[config.mk]
export PLATFORM = sky130hd
export DESIGN_NAME = butterfly_dif
export DESIGN_NICKNAME = d
export VERILOG_FILES = /design/src/rtl/fft_pkg.sv /design/src/rtl/fixed_mult_trunc.sv /design/src/rtl/butterfly_dif.sv
export SDC_FILE = /design/constraint.sdc
export NUM_CORES = 2
export LEC_CHECK = 0
export CAP_MARGIN = 10
export CORE_MARGIN = 4
export CORE_UTILIZATION = 41
export DETAILED_ROUTE_END_ITERATION = 8
export GPL_TIMING_DRIVEN = 0
export PLACE_DENSITY = 0.58
export SYNTH_ARGS = -nofsm -noshare
export SYNTH_HDL_FRONTEND = slang
export SYNTH_SLANG_ARGS = --single-unit
[constraint.sdc]
create_clock -name clk -period 11 [get_ports clk]
set_input_delay 2.75 -clock clk [delete_from_list [all_inputs] [get_ports clk]]
set_output_delay 2.75 -clock clk [all_outputs]
set_load 0.01 [all_outputs]
[src/rtl/fft_pkg.sv]
// Shared definitions for the FFT butterflies: default widths, butterfly FSM
// state encoding and the Q-format product truncation.
package fft_pkg;

    localparam int DEF_DATA_WIDTH   = 32;
    localparam int DEF_FACTOR_WIDTH = 16;
    localparam int DEF_FRAC_BITS    = 14;
    localparam int DEF_PROD_WIDTH   = DEF_DATA_WIDTH + DEF_FACTOR_WIDTH;

    // ST_A: idle or finishing the cross products; ST_B: straight products.
    typedef enum logic {
        ST_A = 1'b0,
        ST_B = 1'b1
    } bfly_state_t;

    // Drop the twiddle fraction bits (floor) and keep DATA_WIDTH bits.
    function automatic logic signed [DEF_DATA_WIDTH-1:0] q_trunc(
        input logic signed [DEF_PROD_WIDTH-1:0] prod
    );
        return prod[DEF_DATA_WIDTH+DEF_FRAC_BITS-1:DEF_FRAC_BITS];
    endfunction

endpackage

[src/rtl/fixed_mult_trunc.sv]
// Combinational signed data x twiddle multiply, truncated back to data width.
module fixed_mult_trunc
    import fft_pkg::*;
#(
    parameter int DATA_WIDTH   = DEF_DATA_WIDTH,
    parameter int FACTOR_WIDTH = DEF_FACTOR_WIDTH,
    parameter int FRAC_BITS    = DEF_FRAC_BITS
) (
    input  logic signed [DATA_WIDTH-1:0]   d,
    input  logic signed [FACTOR_WIDTH-1:0] w,
    output logic signed [DATA_WIDTH-1:0]   y
);

    localparam int PROD_WIDTH = DATA_WIDTH + FACTOR_WIDTH;

    logic signed [PROD_WIDTH-1:0] prod;

    assign prod = d * w;

    // Default widths go through the shared helper; other widths slice directly.
    generate
        if (DATA_WIDTH == DEF_DATA_WIDTH && FACTOR_WIDTH == DEF_FACTOR_WIDTH &&
            FRAC_BITS == DEF_FRAC_BITS) begin : g_pkg_trunc
            assign y = q_trunc(prod);
        end else begin : g_slice_trunc
            assign y = prod[DATA_WIDTH+FRAC_BITS-1:FRAC_BITS];
        end
    endgenerate

endmodule

[src/rtl/butterfly_dif.sv]
// Radix-2 DIF butterfly: y0 = x0 + x1, y1 = (x0 - x1) * w.
// Two shared multipliers do the complex multiply over two cycles, so one
// butterfly is accepted every other cycle; results pulse out_valid once.
module butterfly_dif
    import fft_pkg::*;
#(
    parameter int DATA_WIDTH   = DEF_DATA_WIDTH,
    parameter int FACTOR_WIDTH = DEF_FACTOR_WIDTH,
    parameter int FRAC_BITS    = DEF_FRAC_BITS
) (
    input  logic                      clk,
    input  logic                      rst,
    input  logic                      in_valid,
    output logic                      in_ready,
    input  logic [2*DATA_WIDTH-1:0]   in_x0,
    input  logic [2*DATA_WIDTH-1:0]   in_x1,
    input  logic [2*FACTOR_WIDTH-1:0] w,
    output logic                      out_valid,
    output logic [2*DATA_WIDTH-1:0]   out_x0,
    output logic [2*DATA_WIDTH-1:0]   out_x1
);

    bfly_state_t state;
    logic        cross_pend;
    logic        accept;
    logic        cross_sel;

    logic signed [DATA_WIDTH-1:0]   x0_r, x0_i, x1_r, x1_i;
    logic signed [DATA_WIDTH-1:0]   s_r, s_i, d_r, d_i;
    logic signed [FACTOR_WIDTH-1:0] w_r, w_i;
    logic signed [DATA_WIDTH-1:0]   p_rr, p_ii;
    logic [2*DATA_WIDTH-1:0]        s_d;

    // Multiplier 0 always takes d_r, multiplier 1 always takes d_i; only the
    // twiddle component swaps between the straight and cross phases.
    logic signed [DATA_WIDTH-1:0]   mul_d [2];
    logic signed [FACTOR_WIDTH-1:0] mul_w [2];
    logic signed [DATA_WIDTH-1:0]   mul_y [2];

    assign x0_r = in_x0[2*DATA_WIDTH-1:DATA_WIDTH];
    assign x0_i = in_x0[DATA_WIDTH-1:0];
    assign x1_r = in_x1[2*DATA_WIDTH-1:DATA_WIDTH];
    assign x1_i = in_x1[DATA_WIDTH-1:0];

    assign in_ready  = (state == ST_A);
    assign accept    = in_valid && in_ready;
    assign cross_sel = (state == ST_A) && cross_pend;

    assign mul_d[0] = d_r;
    assign mul_d[1] = d_i;
    assign mul_w[0] = cross_sel ? w_i : w_r;
    assign mul_w[1] = cross_sel ? w_r : w_i;

    generate
        for (genvar gi = 0; gi < 2; gi++) begin : g_mult
            fixed_mult_trunc #(
                .DATA_WIDTH  (DATA_WIDTH),
                .FACTOR_WIDTH(FACTOR_WIDTH),
                .FRAC_BITS   (FRAC_BITS)
            ) u_mult (
                .d(mul_d[gi]),
                .w(mul_w[gi]),
                .y(mul_y[gi])
            );
        end
    endgenerate

    // FSM plus datapath: load operands on accept, latch straight products in
    // ST_B, and emit the result while finishing the cross products in ST_A.
    always_ff @(posedge clk or negedge rst) begin
        if (!rst) begin
            state      <= ST_A;
            cross_pend <= 1'b0;
            s_r        <= '0;
            s_i        <= '0;
            d_r        <= '0;
            d_i        <= '0;
            w_r        <= '0;
            w_i        <= '0;
            p_rr       <= '0;
            p_ii       <= '0;
            s_d        <= '0;
            out_valid  <= 1'b0;
            out_x0     <= '0;
            out_x1     <= '0;
        end else begin
            out_valid <= 1'b0;
            case (state)
                ST_A: begin
                    if (cross_pend) begin
                        out_x1     <= {p_rr - p_ii, mul_y[0] + mul_y[1]};
                        out_x0     <= s_d;
                        out_valid  <= 1'b1;
                        cross_pend <= 1'b0;
                    end
                    if (accept) begin
                        s_r   <= x0_r + x1_r;
                        s_i   <= x0_i + x1_i;
                        d_r   <= x0_r - x1_r;
                        d_i   <= x0_i - x1_i;
                        w_r   <= w[2*FACTOR_WIDTH-1:FACTOR_WIDTH];
                        w_i   <= w[FACTOR_WIDTH-1:0];
                        state <= ST_B;
                    end
                end
                ST_B: begin
                    p_rr       <= mul_y[0];
                    p_ii       <= mul_y[1];
                    s_d        <= {s_r, s_i};
                    cross_pend <= 1'b1;
                    state      <= ST_A;
                end
                default: state <= ST_A;
            endcase
        end
    end

endmodule

==> impl_results.md <==
* Status: finished clean
* Initial antenna violation count at 18
* Clock Tree Buf Depth at 3
* Die W at 386 um
* Crit path launch: state
* Vias in the first global route at 49,000
* Tcrit/Tclk final at 97.7%
* TritonCTS buffer count at 50
* Post-cts hold buffer count at 0
* Critical path's slowest cell: fa_1
* Placement Cell Area at 0.0641 mm2
* Most frequent cells in the layout: inv_1, nand2_1, fa_1
* CTS tree: yes
* First-pass GRT wire length at 302,000 um
* DR vias/cell at 5.20
* Net count after synthesis at 8,208
* Rel. slew slack at 10.8%
* Io pins at 293
* Post-synth EDFFs at 0
* Clock sinks at 417
* Fin. max-slew vios at 0
* Seq cells post-synth at 417
* Cell area after synthesis at 0.0587 mm2
* Mapped Cells at 6,696
* Worst skew pair latency at 0.67 ns
* F_max at 0.0931 GHz
* Final hold vios at 0
* 1st-pass router iterations at 6
* Starting Density at 41.3%
* CP max stage delay at 0.54 ns
* Port Buffer Count at 292
* Prevailing post-synth register cell: dfrtp_1
* CP Class: flop to flop
* All-layer global routing usage at 26.8%
* Area contributors post-synth: fa_1, dfrtp_1, ha_1, nand2_1, inv_1
* Share of the yosys chip area belonging to registers at 17.8%
* Share of cells above drive strength 1 at 5.07%
* Number of DRC markers in iteration 0 at 2,963
* Clock Pin Slew Worst Setup and Hold Paths at 0.07 ns
* Largest net degree at the start of global routing at 106
* Core area at 0.142 mm2
* Detail Route Antenna Nets at 0
* Remaining DRCs at 0
* Row cnt at 138
* Max Cap Viol at 0
* Final std cells w/o fill at 8,996
* Top-area cell type share of the netlist area at 32.3%
* Avg Inst Size Synth at 8.76 um2
* Number of setup violations in the final report at 0
* Post-synthesis cell type count at 91
* Root buffer cell: clkbuf_16
* Routed WL at 198,000 um
* Min-delay src: s_d[62]
* Worst clock skew at 0.0475 ns
* Worst Tran Pin Value at 1.34 ns
* Setup crit start kind: flop
* Min Tclk post-route at 10.74 ns
* Cell mode on critical path: fa_1
* Total number of yosys warnings at 0
* RSZ-0062 raised after global routing: yes
* Chip height at 386 um
* Total grt overflow at 0
* WL per Instance at 22.0 um
* Post-synth ARST share at 100%
* Nature of the critical path endpoint: flop
* Fin util at 46.8%
* Most common cell after layout, fill and taps aside: inv_1
* Hold WC Path Type: flop to flop
* Worst r2r src: state
* Routed vias at 46,800
* DIE AREA at 0.149 mm2
* GP Congestion at 0.983
* Worst EP required at 11.51 ns
* Nets at 8,570
* Area grow syn2layout at 13.3%
* Crit-path max FO at 10
* Final instance area at 0.0665 mm2
* Crit path DAT at 11.26 ns
* Largest area contributor in the netlist: fa_1
* Detailed Place HPWL at 164,000 um
* Max H-tree Level at 2
* Cells after DPL at 8,884
sequential cells by signal, indices dropped and copies added, names as in the netlist:
| signal | cells |
|---|---|
| d_r | 31 |
| out_x0 | 64 |
| d_i | 31 |
| out_valid | 1 |
| w_r | 16 |
| state | 1 |
| cross_pend | 1 |
| p_rr | 32 |
| s_d | 64 |
| s_i | 32 |
| p_ii | 32 |
| out_x1 | 64 |
| s_r | 32 |
| w_i | 16 |
kinds of logic (layout without fill, tap and decap cells):
logic type      Yosys count  count (layout)  synth area share (%)
fa+ha+maj              1349            1349                  40.9
compound gates          848             848                  9.02
xor+xnor                238             238                  3.60
buf+inv                1577            1979                  10.1
flops                   417             417                  17.8
mux                     103             103                  1.97
simple gates           2164            2164                  16.6
other cells               0               8                     0
final timing paths:
| path | endpoint | slack [ns] | cells after the start |
|---|---|---|---|
| setup / recovery | out_x1[31] | 0.26 | 43 |
| min in group asynchronous | out_valid | 2.03 | 1 |
| max in group asynchronous | s_r[15] | 7.56 | 3 |
| hold / removal | out_x0[62] | 0.46 | 2 |
| hold reg to reg | out_x0[62] | 0.46 | 2 |
| setup reg to reg | out_x1[31] | 0.26 | 43 |
worst max-delay path, delay by kind of cell (launching register included):
kind	cells	cell delay (ns)
compound gates	14	2.90
xor+xnor	1	0.43
fa+ha+maj	8	3.73
buf+inv	12	1.68
flops	1	0.39
simple gates	8	1.43
layer usage:
metal / vias up / track usage (%) / share of wire (%) / wire (um)
li1: 21300 / - / - / -
met1: 23400 / 37.1 / 43 / 85700
met2: 1750 / 41.5 / 44 / 86500
met3: 313 / 6.54 / 9.2 / 18200
met4: 20 / 8.36 / 3.6 / 7080
met5: - / 0 / 0.068 / 135
stage by stage:
| stage | setup WS, ns | TNS (ns) | hold slack [ns] |
|---|---|---|---|
| 5_1_grt | -0.139 | -0.213 | 0.482 |
| 3_3_place_gp | -12.25 | -5067.18 | 0.356 |
| 6_report | 0.256 | 0 | 0.458 |
| 4_1_cts | 0.00696 | 0 | 0.449 |
| 2_1_floorplan | 1.26 | 0 | 0.355 |
| 3_5_place_dp | -2.13 | -26.56 | 0.366 |
what timing repair did:
item,4_1_cts,5_1_grt
gates resized for setup,125,80
buffers inserted,9,3
setup endpoints to repair,25,9
pin swaps,5,7
Yosys cell counts (all sizes together), types with 18 or more instances:
cell,number
nor3,61
o21ai,297
nor2,227
inv,1278
a211oi,30
a21o,62
fa,948
nand2b,25
nand2,1281
or2,28
nand4,18
mux2,95
xnor2,174
dfrtp,417
o21a,33
clkbuf,280
buf,18
a21oi,207
ha,401
nand3,27
o21bai,42
xor2,62
and3,26
o31ai,30
and2,346
o211ai,19
nor2b,57
layout make-up:
cell class	count	area, um2
clock inverters	24	265
repair buffers	310	3200
inverters	1279	4800
plain buffers	298	1370
multi-input cells	4702	42600
clock buffers	68	1390
diodes	8	20.0
flip-flops and latches	417	10400
well taps	1890	2360
fillers	13900	75500
Power is not shown: default switching activity piles up to over one toggle a cycle in this logic, so the estimate is an artifact.
